`config.mk`:
```
export PLATFORM = sky130hd
export DESIGN_NAME = seg_scan_display
export DESIGN_NICKNAME = d
export VERILOG_FILES = /design/src/rtl/seg_scan_display.sv
export SDC_FILE = /design/constraint.sdc
export NUM_CORES = 1
export LEC_CHECK = 0
export CORE_UTILIZATION = 45
export CTS_CLUSTER_DIAMETER = 120
export DETAILED_ROUTE_END_ITERATION = 6
export GPL_ROUTABILITY_DRIVEN = 0
export HOLD_SLACK_MARGIN = 0.03
export PLACE_DENSITY_LB_ADDON = 0.08
export SETUP_SLACK_MARGIN = 0.05
export SYNTH_ARGS = -nofsm -noshare
export SYNTH_HDL_FRONTEND = slang
export SYNTH_SLANG_ARGS = --single-unit
```
`constraint.sdc`:
```
create_clock -name clk -period 2.5 [get_ports clk]
set_input_delay 0.25 -clock clk [delete_from_list [all_inputs] [get_ports clk]]
set_output_delay 0.25 -clock clk [all_outputs]
set_load 0.05 [all_outputs]
```
`src/rtl/seg_scan_display.sv`:
```
// Multiplexed seven-segment scanner: double-buffered digit data, per-digit dp/blank/blink
// masks, leading-zero suppression, active-low registered digit enables and segments.
module seg_scan_display #(
   parameter int NUM_DIGITS   = 8,
   parameter int SCAN_DIV     = 200000,
   parameter int BLINK_FRAMES = 64
) (
   input  logic                    clk,
   input  logic                    rst_n,
   input  logic                    start,
   input  logic                    stop,
   input  logic                    upd,
   input  logic [4*NUM_DIGITS-1:0] digits,
   input  logic [NUM_DIGITS-1:0]   dp_mask,
   input  logic [NUM_DIGITS-1:0]   blank_mask,
   input  logic [NUM_DIGITS-1:0]   blink_mask,
   input  logic                    lzs,
   output logic [NUM_DIGITS-1:0]   led_en,
   output logic [7:0]              led_cx,
   output logic                    frame_tick
);

   localparam int SLOT_W = (SCAN_DIV > 1) ? $clog2(SCAN_DIV) : 1;
   localparam int IDX_W  = (NUM_DIGITS > 1) ? $clog2(NUM_DIGITS) : 1;
   localparam int FRM_W  = (BLINK_FRAMES > 1) ? $clog2(BLINK_FRAMES) : 1;
   localparam logic [SLOT_W-1:0] SLOT_LAST = SLOT_W'(SCAN_DIV - 1);
   localparam logic [IDX_W-1:0]  IDX_LAST  = IDX_W'(NUM_DIGITS - 1);
   localparam logic [FRM_W-1:0]  FRM_LAST  = FRM_W'(BLINK_FRAMES - 1);

   typedef enum logic {ST_STOP = 1'b0, ST_RUN = 1'b1} state_t;

   function automatic logic [6:0] seg7(input logic [3:0] nib);
      case (nib)
         4'h0:    seg7 = 7'b0000001;
         4'h1:    seg7 = 7'b1001111;
         4'h2:    seg7 = 7'b0010010;
         4'h3:    seg7 = 7'b0000110;
         4'h4:    seg7 = 7'b1001100;
         4'h5:    seg7 = 7'b0100100;
         4'h6:    seg7 = 7'b0100000;
         4'h7:    seg7 = 7'b0001111;
         4'h8:    seg7 = 7'b0000000;
         4'h9:    seg7 = 7'b0000100;
         4'hA:    seg7 = 7'b0001000;
         4'hB:    seg7 = 7'b1100000;
         4'hC:    seg7 = 7'b0110001;
         4'hD:    seg7 = 7'b1000010;
         4'hE:    seg7 = 7'b0110000;
         default: seg7 = 7'b0111000;
      endcase
   endfunction

   state_t                  state_q, state_d;
   logic [SLOT_W-1:0]       slot_q, slot_d;
   logic [IDX_W-1:0]        idx_q, idx_d;
   logic [FRM_W-1:0]        frm_q, frm_d;
   logic                    blink_on_q, blink_on_d;
   logic                    wrap_q;
   logic                    active, frame_wrap;

   logic [4*NUM_DIGITS-1:0] sh_dig_q, ds_dig_q;
   logic [NUM_DIGITS-1:0]   sh_dp_q, ds_dp_q;
   logic [NUM_DIGITS-1:0]   sh_blank_q, ds_blank_q;
   logic [NUM_DIGITS-1:0]   sh_blink_q, ds_blink_q;
   logic                    sh_lzs_q, ds_lzs_q;

   logic [NUM_DIGITS-1:0]   led_en_q, led_en_d;
   logic [7:0]              led_cx_q, led_cx_d;
   logic                    frame_tick_q;

   logic [NUM_DIGITS-1:0]   sup;
   logic                    all_zero;
   logic [3:0]              cur_nib;
   logic                    cur_dp, cur_blank, cur_blink, cur_sup;

   // A stop pulse freezes the scan in its own cycle, so slot/index hold exactly where they were.
   always_comb begin
      state_d    = state_q;
      slot_d     = slot_q;
      idx_d      = idx_q;
      frm_d      = frm_q;
      blink_on_d = blink_on_q;
      if (stop)       state_d = ST_STOP;
      else if (start) state_d = ST_RUN;
      active     = (state_q == ST_RUN) && !stop;
      frame_wrap = active && (slot_q == SLOT_LAST) && (idx_q == IDX_LAST);
      if (active) begin
         if (slot_q == SLOT_LAST) begin
            slot_d = '0;
            idx_d  = (idx_q == IDX_LAST) ? '0 : idx_q + 1'b1;
         end else begin
            slot_d = slot_q + 1'b1;
         end
      end
      if (frame_wrap) begin
         if (frm_q == FRM_LAST) begin
            frm_d      = '0;
            blink_on_d = !blink_on_q;
         end else begin
            frm_d = frm_q + 1'b1;
         end
      end
   end

   // Suppression walks down from the top digit; digit 0 is never suppressed.
   always_comb begin
      all_zero  = 1'b1;
      sup       = '0;
      cur_nib   = '0;
      cur_dp    = 1'b0;
      cur_blank = 1'b0;
      cur_blink = 1'b0;
      cur_sup   = 1'b0;
      for (int i = NUM_DIGITS - 1; i > 0; i--) begin
         all_zero = all_zero & (ds_dig_q[4*i +: 4] == 4'h0);
         sup[i]   = all_zero & ds_lzs_q;
      end
      for (int i = 0; i < NUM_DIGITS; i++) begin
         if (idx_q == IDX_W'(i)) begin
            cur_nib   = ds_dig_q[4*i +: 4];
            cur_dp    = ds_dp_q[i];
            cur_blank = ds_blank_q[i];
            cur_blink = ds_blink_q[i];
            cur_sup   = sup[i];
         end
      end
      led_en_d = active ? ~(NUM_DIGITS'(1) << idx_q) : '1;
      if (!active || cur_blank || (cur_blink && !blink_on_q)) led_cx_d = 8'hFF;
      else if (cur_sup)                                       led_cx_d = {7'h7F, ~cur_dp};
      else                                                    led_cx_d = {seg7(cur_nib), ~cur_dp};
   end

   always_ff @(posedge clk or negedge rst_n) begin
      if (!rst_n) begin
         state_q      <= ST_STOP;
         slot_q       <= '0;
         idx_q        <= '0;
         frm_q        <= '0;
         blink_on_q   <= 1'b1;
         wrap_q       <= 1'b0;
         led_en_q     <= '1;
         led_cx_q     <= 8'hFF;
         frame_tick_q <= 1'b0;
      end else begin
         state_q      <= state_d;
         slot_q       <= slot_d;
         idx_q        <= idx_d;
         frm_q        <= frm_d;
         blink_on_q   <= blink_on_d;
         wrap_q       <= frame_wrap;
         led_en_q     <= led_en_d;
         led_cx_q     <= led_cx_d;
         frame_tick_q <= wrap_q;
      end
   end

   // Display buffer loads from the shadow's old contents on the wrap edge, even if upd hits then.
   always_ff @(posedge clk or negedge rst_n) begin
      if (!rst_n) begin
         sh_dig_q   <= '0;
         sh_dp_q    <= '0;
         sh_blank_q <= '0;
         sh_blink_q <= '0;
         sh_lzs_q   <= 1'b0;
         ds_dig_q   <= '0;
         ds_dp_q    <= '0;
         ds_blank_q <= '0;
         ds_blink_q <= '0;
         ds_lzs_q   <= 1'b0;
      end else begin
         if (upd) begin
            sh_dig_q   <= digits;
            sh_dp_q    <= dp_mask;
            sh_blank_q <= blank_mask;
            sh_blink_q <= blink_mask;
            sh_lzs_q   <= lzs;
         end
         if (frame_wrap) begin
            ds_dig_q   <= sh_dig_q;
            ds_dp_q    <= sh_dp_q;
            ds_blank_q <= sh_blank_q;
            ds_blink_q <= sh_blink_q;
            ds_lzs_q   <= sh_lzs_q;
         end
      end
   end

   assign led_en     = led_en_q;
   assign led_cx     = led_cx_q;
   assign frame_tick = frame_tick_q;

endmodule
```
==> results of run 1 <==
[layout make-up]
type / instances / area (sq um) / share of cell area (%)
Timing Repair Buffer: 142 / 1340 / 14.1
Multi-Input combinational cell: 483 / 3240 / 33.9
Tap cell: 216 / 270 / 2.83
Clock inverter: 7 / 65.1 / 0.682
Inverter: 21 / 92.6 / 0.971
Sequential cell: 161 / 4050 / 42.5
Clock buffer: 25 / 475 / 4.99
[worst max path at each step]
stage | slack [ns] | start | to | depth (start not counted)
floorplan | -0.09 | idx_q[2]$_DFFE_PN0P_ | led_cx[7]$_DFF_PN1_ | 12
global placement | -0.05 | idx_q[0]$_DFFE_PN0P_ | led_cx[4]$_DFF_PN1_ | 10
detailed placement | -0.13 | idx_q[0]$_DFFE_PN0P_ | led_cx[7]$_DFF_PN1_ | 11
CTS | -0.05 | idx_q[0]$_DFFE_PN0P_ | led_cx[7]$_DFF_PN1_ | 10
global route | -0.17 | idx_q[0]$_DFFE_PN0P_ | led_cx[7]$_DFF_PN1_ | 10
finish | -0.09 | idx_q[0]$_DFFE_PN0P_ | led_cx[7]$_DFF_PN1_ | 11
[stage by stage]
stage               worst slack, ns  TNS, ns  area (sq um)  power (mW)
detailed placement           -0.130   -0.349          8700        3.26
finish                      -0.0883   -0.251          9540        5.61
global route                 -0.167   -0.674          9540        5.85
CTS                         -0.0481   -0.108          9340        5.67
floorplan                   -0.0884   -0.149          7430        3.03
global placement            -0.0460   -0.104          8700        3.24
[metal layers]
layer / wire, um / GRT usage (%) / vias to the layer above
met3: 748 / 5.25 / 15
met2: 7970 / 34.0 / 111
met5: 0 / 0 / -
met4: 192 / 6.22 / 0
met1: 7410 / 27.7 / 2696
li1: - / - / 2641
[sequential cells by signal (all words and copies together), names as in the netlist, 3 cells and up]
| name | count |
|---|---|
| ds_dp_q | 8 |
| frm_q | 6 |
| sh_blank_q | 8 |
| led_cx | 8 |
| sh_blink_q | 8 |
| slot_q | 18 |
| led_en | 8 |
| ds_dig_q | 32 |
| ds_blink_q | 8 |
| sh_dp_q | 8 |
| ds_blank_q | 8 |
| idx_q | 3 |
| sh_dig_q | 32 |
[cell usage after synthesis (all sizes together), types with 3 or more instances]
cell / count / area, sq um
nor2b: 7 / 51.3
a211oi: 4 / 30.0
nor2: 22 / 85.1
a21o: 6 / 46.3
nor4: 7 / 43.8
xor2: 6 / 52.6
dfstp: 17 / 447
a31oi: 4 / 40.0
nand2: 192 / 726
a21oi: 20 / 100
a211o: 3 / 26.3
nand4: 3 / 25.0
nor3: 10 / 55.1
o21ai: 36 / 180
mux2: 58 / 653
dfrtp: 144 / 3600
and3: 8 / 50.1
nor3b: 4 / 30.0
inv: 20 / 75.1
nand3b: 5 / 37.5
xnor2: 8 / 70.1
a221oi: 6 / 76.3
and2: 5 / 31.3
clkbuf: 20 / 75.1
nand3: 19 / 100
mux2i: 4 / 40.0
buf: 16 / 128
o211ai: 7 / 71.3
ha: 13 / 163
[cell families (layout without fill, tap and decap cells)]
group	Yosys count	count (layout)
muxes	62	62
buffers and inverters	57	195
xor gates and xnor gates	14	14
and+or+nand+nor	292	292
DFF	161	161
AOI/OAI and AO/OA	102	102
adders and majority gates	13	13
[power groups by stage]
stage          clock, mW  combinational [mW]  sequential, mW
6_report            2.41               0.383            2.82
5_1_grt             2.58               0.428            2.84
4_1_cts             2.46               0.393            2.82
3_5_place_dp           0               0.391            2.87
3_3_place_gp           0               0.377            2.86
2_1_floorplan          0               0.169            2.86
[timing repair]
item | 4_1_cts | 5_1_grt
gates cloned | 0 | 0
hold endpoints to repair | 54 | 0
setup endpoints to repair | 6 | 7
hold buffers | 1 | 0
buffers inserted | 6 | 5
resized for setup | 11 | 34
pin swaps | 13 | 11
[worst reg2reg max path, delay by kind of cell (launching register included)]
family                     cells  cell delay (ns)
and+or+nand+nor                3             0.74
muxes                          1             0.08
DFF                            1             0.44
buffers and inverters          1             0.15
AOI/OAI and AO/OA              3             0.58
adders and majority gates      3             0.52
==> reports/metrics.cfg, run 1 <==
[layout]
syn_to_final_growth_pct = 29.6
num_antenna_cells = 0
final_common_cell = nand2_1
post-route-util_pct = 59.8
nNetsFinal = 901
fillers = 1360
final_cells = 1055
mostFrequentLayoutCells = 189 x nand2_1, 142 x dfrtp_1, 76 x clkdlybuf4s50_1, 58 x mux2_2, 50 x buf_4
drive_gt1_share_pct = 26.2

[min_path]
hp-start = wrap_q$_DFF_PN0_
hold_path.class = reg -> reg
whs_path_depth = 0
min_to = frame_tick$_DFF_PN0_

[clocking]
clkSinkCount = 161
clk_latency_ns = 0.43
numCtsBuffers = 17
cts_tree = done
path_clk_slew_ns = 0.06
cts_buffer_depth = 2
ctsRootBufferMaster = clkbuf_16
htreeDepth = 4

[synthesis]
ys_ff_latch = 161
syn_avg_cell_area_sq_um = 10.5
yosysSeqAreaShare_pct = 55.0
synth-xor-area-share_pct = 1.67
synth_compound_area_share_pct = 9.74
netlist_area_sq_mm = 0.00736
synth_edf_count = 0
synth_warnings = 0
synthesis.nets = 776
synthSimpleGateAreaFrac_pct = 17.9
ys_types = 66
netlist_instances = 701
synth_top_family_by_area = simple AND/OR/NAND/NOR gates
ys.flop_type = dfrtp_1
ys_async_sr_fraction_pct = 100
synth_adder_area_share_pct = 2.21
yosys-mux-area-fraction_pct = 9.42

[sta]
setup_viol = 4
tightest_slew_ns = 0.588
min_period_over_period_pct = 104
finalWorstSetupSlack_ns = -0.0883
slew-limit-headroom_pct = 60.8
timing.hold.ws_ns = 0.354
min_period_ns = 2.59
report.final.slew_viol_count = 0
final-hold-violation-count = 0
rsz0062_at_grt = true
max_freq_ghz = 0.386
skew_ns = 0.00741

[power_and_ir_drop]
swShare_pct = 22.0
leakage_nw = 4.37
combPwrFrac_pct = 6.8
clkPwrFrac_pct = 42.9
power_frac_seq_pct = 50.2
p_int_mw = 4.38
switchingPower_mw = 1.24
p_per_area_mw_per_mm2 = 589
irDropWorstVdd_mv = 0.515

[setup_path]
r2r_slack_ns = -0.09
rr_startpoint = idx_q[0]$_DFFE_PN0P_
crit_arrival_ns = 2.93
cp_max_fo = 4
critPathMostFrequentCell = ha_4
path_buf_inv = 1
cp_data_required_time_ns = 2.84
cp_slowest_cell = dfrtp_2
crit_path_max_incr_delay_ns = 0.44
worstPathCellList = ha_4 -> ha_4 -> or2_4 -> a221oi_2 -> o22ai_2 -> a21o_1 -> buf_6 -> ha_2 -> nand3_1 -> mux2i_1 -> or4_4
timing.rr.end = led_cx[7]$_DFF_PN1_
cp-end-kind = register
r2r_cells = 11
path_class = reg -> reg
crit_family = simple AND/OR/NAND/NOR gates
start_kind = register

[grt]
grt_max_degree = 60
antenna_found_initial = 0
grt_pass1_vias = 5462
grt_usage_pct = 20.9
grt_pass1_wl_mm = 26.8
grt_overflow_total = 0

[die]
design.die.area_sq_mm = 0.0169
die_w_um = 130
core_area_sq_mm = 0.0159
die_h_um = 130
ios = 79
num_rows = 46
initial_core_util_pct = 46.2

[route]
wire_per_inst_um = 15.5
vias_per_cell = 5.18
drt_iter0_markers = 324
totalWireLength_mm = 16.3
remaining_drc_errors = 0
firstDrtPassIters = 4
vias = 5463
antenna_left = 0

[run]
drv_cap = 0

[placed_design]
hpwl_mm = 11.4
dp.cells = 1012
portBuffers = 78

[run_status]
outcome = finished with violations
violations = setup timing

No activity file was read; power rests on OpenSTA's default activity.
==> run 2, diff against run 1 <==
GPL_ROUTABILITY_DRIVEN = not set   (was 0)
==> reports/metrics.cfg, run 2 (synthesized netlist as in run 1, its figures left out) <==
[sta]
tightest_slew_ns = 0.605  ; was 0.588 ns
skew_ns = 0.0108  ; was 0.00741 ns
finalWorstSetupSlack_ns = -0.0332  ; was -0.0883 ns
setup_viol = 2  ; was 4
slew-limit-headroom_pct = 59.7  ; was 60.8%
min_period_over_period_pct = 101  ; was 104%
max_freq_ghz = 0.395  ; was 0.386 GHz
report.final.slew_viol_count = 0  ; unchanged
rsz0062_at_grt = true  ; unchanged
final-hold-violation-count = 0  ; unchanged
min_period_ns = 2.53  ; was 2.59 ns

[die]
num_rows = 46  ; unchanged
die_w_um = 130  ; unchanged
ios = 79  ; unchanged
core_area_sq_mm = 0.0159  ; unchanged
initial_core_util_pct = 46.2  ; unchanged
design.die.area_sq_mm = 0.0169  ; unchanged
die_h_um = 130  ; unchanged

[grt]
grt_pass1_wl_mm = 27.0  ; was 26.8 mm
grtUsageMet2_pct = 33.0  ; was 34.0%
use_met1_pct = 28.3  ; was 27.7%
grt_overflow_total = 0  ; unchanged
antenna_found_initial = 0  ; unchanged
grt_pass1_vias = 5554  ; was 5462
use_met3_pct = 4.63  ; was 5.25%
grt_usage_pct = 20.9  ; about the same
grt.busiest_layer = met2  ; unchanged
grt_max_degree = 64  ; was 60

[setup_path]
worstPathCellList = ha_2 -> ha_4 -> or2_4 -> a221oi_4 -> o22ai_2 -> a21o_1 -> ha_2 -> nand3_1 -> mux2i_1 -> or4_1  ; was ha_4 -> ha_4 -> or2_4 -> a221oi_2 -> o22ai_2 -> a21o_1 -> buf_6 -> ha_2 -> nand3_1 -> mux2i_1 -> or4_4
crit_start = idx_q[1]$_DFFE_PN0P_  ; was idx_q[0]$_DFFE_PN0P_
crit_family = simple AND/OR/NAND/NOR gates  ; unchanged
critPathMostFrequentCell = ha_2  ; was ha_4
cp_data_required_time_ns = 2.84  ; about the same
crit_arrival_ns = 2.88  ; was 2.93 ns
path_class = reg -> reg  ; unchanged
rr_startpoint = idx_q[1]$_DFFE_PN0P_  ; was idx_q[0]$_DFFE_PN0P_
path_buf_inv = 0  ; was 1
start_kind = register  ; unchanged
crit_path_max_incr_delay_ns = 0.50  ; was 0.44 ns
cp-end-kind = register  ; unchanged
cp_slowest_cell = or4_1  ; was dfrtp_2
cp_max_fo = 5  ; was 4

[power_and_ir_drop]
switchingPower_mw = 1.27  ; was 1.24 mW
irDropWorstVdd_mv = 0.486  ; was 0.515 mV
p_per_area_mw_per_mm2 = 620  ; was 589 mW/mm^2
combPwrFrac_pct = 6.5  ; was 6.8%
swShare_pct = 21.6  ; was 22.0%
clkPwrFrac_pct = 45.6  ; was 42.9%
leakage_nw = 4.37  ; about the same
power_frac_seq_pct = 47.9  ; was 50.2%
p_int_mw = 4.62  ; was 4.38 mW

[layout]
nNetsFinal = 898  ; was 901
num_antenna_cells = 0  ; unchanged
final_common_cell = nand2_1  ; unchanged
drive_gt1_share_pct = 24.9  ; was 26.2%
mostFrequentLayoutCells = 190 x nand2_1, 144 x dfrtp_1, 76 x clkdlybuf4s50_1, 58 x mux2_2, 56 x buf_4  ; was 189 x nand2_1, 142 x dfrtp_1, 76 x clkdlybuf4s50_1, 58 x mux2_2, 50 x buf_4
syn_to_final_growth_pct = 29.2  ; was 29.6%
reg.largest.list = ds_dig_q x32, sh_dig_q x32, slot_q x18  ; unchanged
post-route-util_pct = 59.6  ; was 59.8%

[placed_design]
pre_cts_slack_ns = -0.172  ; was -0.130 ns
portBuffers = 78  ; unchanged
hpwl_mm = 11.5  ; was 11.4 mm
gp_congestion = 0.904

[route]
vias = 5388  ; was 5463
totalWireLength_mm = 16.1  ; was 16.3 mm
vias_per_cell = 5.12  ; was 5.18
antenna_left = 0  ; unchanged
wire_per_inst_um = 15.3  ; was 15.5 um
firstDrtPassIters = 4  ; unchanged
remaining_drc_errors = 0  ; unchanged
drt_iter0_markers = 310  ; was 324

[run_status]
outcome = finished with violations  ; unchanged
violations = setup timing  ; unchanged

[run]
drv_cap = 0  ; unchanged

[clocking]
clk_latency_ns = 0.43  ; about the same
cts_tree = done  ; unchanged
numCtsBuffers = 17  ; unchanged
cts_buffer_depth = 2  ; unchanged
path_clk_slew_ns = 0.06  ; about the same
ctsRootBufferMaster = clkbuf_16  ; unchanged
clkSinkCount = 161  ; unchanged
htreeDepth = 4  ; unchanged

[min_path]
hold_path.class = reg -> reg  ; unchanged
hp-start = wrap_q$_DFF_PN0_  ; unchanged

## run 2: routing by layer
| metal | vias to the layer above | wire length (um) | share of wire, % |
|---|---|---|---|
| li1 | 2645 | - | - |
| met1 | 2622 | 7740 | 48 |
| met2 | 100 | 7510 | 47 |
| met3 | 21 | 536 | 3.3 |
| met4 | 0 | 293 | 1.8 |
| met5 | - | 0 | 0 |
## run 2: cell type report
| cell class | instances | area (sq um) |
|---|---|---|
| fillers | 1357 | 6430 |
| flip-flops and latches | 161 | 4050 |
| multi-input cells | 483 | 3200 |
| repair buffers | 139 | 1290 |
| clock buffers | 24 | 482 |
| well taps | 216 | 270 |
| clock inverters | 8 | 128 |
| inverters | 21 | 92.6 |
## run 2: timing repair
| item | in CTS | in global routing |
|---|---|---|
| hold endpoints to repair | 55 | 0 |
| pin swaps | 10 | 9 |
| gates resized for setup | 9 | 14 |
| endpoints found under the setup margin | 7 | 7 |
| setup buffers | 2 | 4 |
| hold buffers | 1 | 0 |
## run 2: worst paths after layout
path	to	slack [ns]	cells after the start
max in group asynchronous	led_cx[4]$_DFF_PN1_	1.37	3
worst min-delay path	frame_tick$_DFF_PN0_	0.35	0
min in group asynchronous	slot_q[15]$_DFFE_PN0P_	0.39	2
worst max register to register	led_cx[7]$_DFF_PN1_	-0.03	10
worst max-delay path	led_cx[7]$_DFF_PN1_	-0.03	10
worst min register to register	frame_tick$_DFF_PN0_	0.35	0
## run 2: power groups by stage
stage	sequential [mW]	clock, mW	combinational, mW
final	2.82	2.68	0.385
after global routing	2.84	2.86	0.428
after CTS	2.82	2.75	0.395
after floorplan	2.86	0	0.169
after global placement	2.86	0	0.377
after detailed placement	2.87	0	0.391
## run 2: stage by stage
stage | cell area, sq um | power (mW) | hold WS (ns) | setup TNS, ns | std cells
after floorplan | 7430 | 3.03 | -0.0456 | -0.149 | 701
after global placement | 8710 | 3.24 | 0.283 | -0.0743 | 1013
after detailed placement | 8710 | 3.26 | 0.290 | -0.525 | 1013
after CTS | 9400 | 5.97 | 0.357 | -0.191 | 1048
after global routing | 9510 | 6.13 | 0.370 | -0.510 | 1052
final | 9510 | 5.89 | 0.353 | -0.0517 | 1052
## run 2: worst reg2reg max path, delay by kind of cell, from the launching register on
kind	cells	cell delay (ns)
compound gates	3	0.55
fa+ha+maj	3	0.59
flops	1	0.40
mux	1	0.07
simple gates	3	0.83
==> run 3, diff against run 2 <==
clock period = 2.68 ns   (was 2.5 ns; I/O delays follow)
==> reports/metrics.cfg, run 3 (synthesized netlist as in run 1, its figures left out) <==
[run_status]
outcome = completed  ; was finished with violations

[die]
die_h_um = 130  ; unchanged
ios = 79  ; unchanged
die_w_um = 130  ; unchanged
design.die.area_sq_mm = 0.0169  ; unchanged
core_area_sq_mm = 0.0159  ; unchanged
initial_core_util_pct = 46.2  ; unchanged
num_rows = 46  ; unchanged

[grt]
antenna_found_initial = 0  ; unchanged
grt_max_degree = 66  ; was 64
grt_pass1_wl_mm = 27.9  ; was 27.0 mm
grt_usage_pct = 21.8  ; was 20.9%
grt_pass1_vias = 5519  ; was 5554
grt_overflow_total = 0  ; unchanged

[layout]
final_cells = 1031  ; was 1052
nNetsFinal = 877  ; was 898
final_common_cell = nand2_1  ; unchanged
drive_gt1_share_pct = 23.4  ; was 24.9%
regArea_sq_mm = 0.00405  ; about the same
mostFrequentLayoutCells = 190 x nand2_1, 142 x dfrtp_1, 76 x clkdlybuf4s50_1, 58 x mux2_2, 33 x o21ai_0  ; was 190 x nand2_1, 144 x dfrtp_1, 76 x clkdlybuf4s50_1, 58 x mux2_2, 56 x buf_4
syn_to_final_growth_pct = 27.0  ; was 29.2%
num_antenna_cells = 0  ; unchanged
fillers = 1380  ; was 1357
reg.largest.list = ds_dig_q x32, sh_dig_q x32, slot_q x18  ; unchanged
multi_input_area_sq_mm = 0.00317  ; was 0.00320 sq mm
fin_area_sq_mm = 0.00935  ; was 0.00951 sq mm

[sta]
tightest_slew_ns = 0.727  ; was 0.605 ns
rsz0062_at_grt = true  ; unchanged
skew_ns = 0.0105  ; was 0.0108 ns
slew-limit-headroom_pct = 51.5  ; was 59.7%
min_period_over_period_pct = 95.4  ; was 101%
max_freq_ghz = 0.391  ; was 0.395 GHz
final-hold-violation-count = 0  ; unchanged
report.final.slew_viol_count = 0  ; unchanged
fin_setup_tns_ns = 0  ; was -0.0517 ns
min_period_ns = 2.56  ; was 2.53 ns
setup_viol = 0  ; was 2

[power_and_ir_drop]
p_int_mw = 4.10  ; was 4.62 mW
swShare_pct = 25.1  ; was 21.6%
combPwrFrac_pct = 6.5  ; about the same
clkPwrFrac_pct = 45.5  ; was 45.6%
power_frac_seq_pct = 48.0  ; was 47.9%
p_per_area_mw_per_mm2 = 586  ; was 620 mW/mm^2
leakage_nw = 4.30  ; was 4.37 nW
switchingPower_mw = 1.37  ; was 1.27 mW
irDropWorstVdd_mv = 0.461  ; was 0.486 mV

[route]
remaining_drc_errors = 0  ; unchanged
vias = 5374  ; was 5388
drt_iter0_markers = 296  ; was 310
vias_per_cell = 5.21  ; was 5.12
totalWireLength_mm = 16.9  ; was 16.1 mm
antenna_left = 0  ; unchanged
firstDrtPassIters = 5  ; was 4
wire_per_inst_um = 16.4  ; was 15.3 um

[clocking]
path_clk_slew_ns = 0.07  ; was 0.06 ns
clkSinkCount = 161  ; unchanged
htreeDepth = 4  ; unchanged
cts_buffer_depth = 2  ; unchanged
ctsRootBufferMaster = clkbuf_16  ; unchanged
clk_latency_ns = 0.44  ; was 0.43 ns
numCtsBuffers = 17  ; unchanged
cts_tree = done  ; unchanged

[placed_design]
hpwl_mm = 12.1  ; was 11.5 mm
dp.cells = 994  ; was 1013
gp_congestion = 0.874  ; was 0.904
portBuffers = 78  ; unchanged
detailed_place.area_sq_mm = 0.00855  ; was 0.00871 sq mm

[run]
drv_cap = 0  ; unchanged

[min_path]
hold_path.class = reg -> reg  ; unchanged
whs_path_depth = 0  ; unchanged

[setup_path]
start_kind = register  ; unchanged
crit_arrival_ns = 2.91  ; was 2.88 ns
path_class = reg -> reg  ; unchanged
r2r_cells = 10  ; unchanged
cp_data_required_time_ns = 3.03  ; was 2.84 ns
cp-end-kind = register  ; unchanged
cp_max_fo = 3  ; was 5

run 3: changes by cell type in the layout (fill, tap and decap cells not counted), sizes merged:
cell      before  now
inv           21   30
buf           62   41
clkbuf        24   17
bufinv         4    2
clkinvlp       2    0
clkinv         2    4
run 3: repair_timing:
item,4_1_cts,5_1_grt
setup buffers,1,3
hold buffers,1,0
resized for setup,13,20
pin swaps,7,6
endpoints found under the hold margin,46,0
setup endpoints to repair,3,7
run 3: final timing paths:
check	start	endpoint	slack, ns
setup / recovery	idx_q[1]$_DFFE_PN0P_	led_cx[7]$_DFF_PN1_	0.12
hold / removal	wrap_q$_DFF_PN0_	frame_tick$_DFF_PN0_	0.36
setup reg to reg	idx_q[1]$_DFFE_PN0P_	led_cx[7]$_DFF_PN1_	0.12
hold reg to reg	wrap_q$_DFF_PN0_	frame_tick$_DFF_PN0_	0.36
max in group asynchronous	rst_n	ds_blink_q[4]$_DFFE_PN0P_	1.51
min in group asynchronous	rst_n	slot_q[13]$_DFFE_PN0P_	0.37
run 3: final cells by class:
cell class                 instances  area share, %
sequential                       161           43.4
multi-input combinational        483           33.9
timing repair buffer             118           12.3
clock buffer                      17           4.55
tap                              216           2.89
clock inverter                    15           1.95
inverter                          21          0.991
run 3: metal layers:
metal / up-vias / GRT usage [%] / share of wire [%]
li1: 2597 / - / -
met1: 2666 / 28.2 / 45
met2: 89 / 36.0 / 50
met3: 22 / 4.63 / 2.9
met4: 0 / 8.00 / 1.8
met5: - / 0 / 0
run 3: metrics by stage:
step	power, mW	utilization [%]	hold WS (ns)	setup WS, ns
floorplan	2.83	-	-0.0276	0.0343
global placement	3.01	53.6	0.282	-0.0489
detailed placement	3.03	53.6	0.301	-0.0595
CTS	5.54	57.8	0.366	0.0563
global route	5.67	58.6	0.376	0.00289
finish	5.47	58.6	0.358	0.124
run 3: power by group through the flow:
| stage | clock network [mW] | registers [mW] | logic (mW) |
|---|---|---|---|
| after floorplan | 0 | 2.67 | 0.158 |
| after global placement | 0 | 2.66 | 0.345 |
| after detailed placement | 0 | 2.67 | 0.362 |
| after CTS | 2.55 | 2.63 | 0.365 |
| after global routing | 2.64 | 2.64 | 0.393 |
| final | 2.49 | 2.63 | 0.356 |
run 3: critical path, cell delays in order (launching register included):
cell and delay [ns]:
dfrtp_2 0.46, ha_4 0.19, ha_4 0.16, or2_4 0.26
a221oi_4 0.21, o22ai_2 0.11, a21oi_2 0.18, nor2_2 0.07
ha_2 0.18, and3_4 0.15, or4_4 0.50
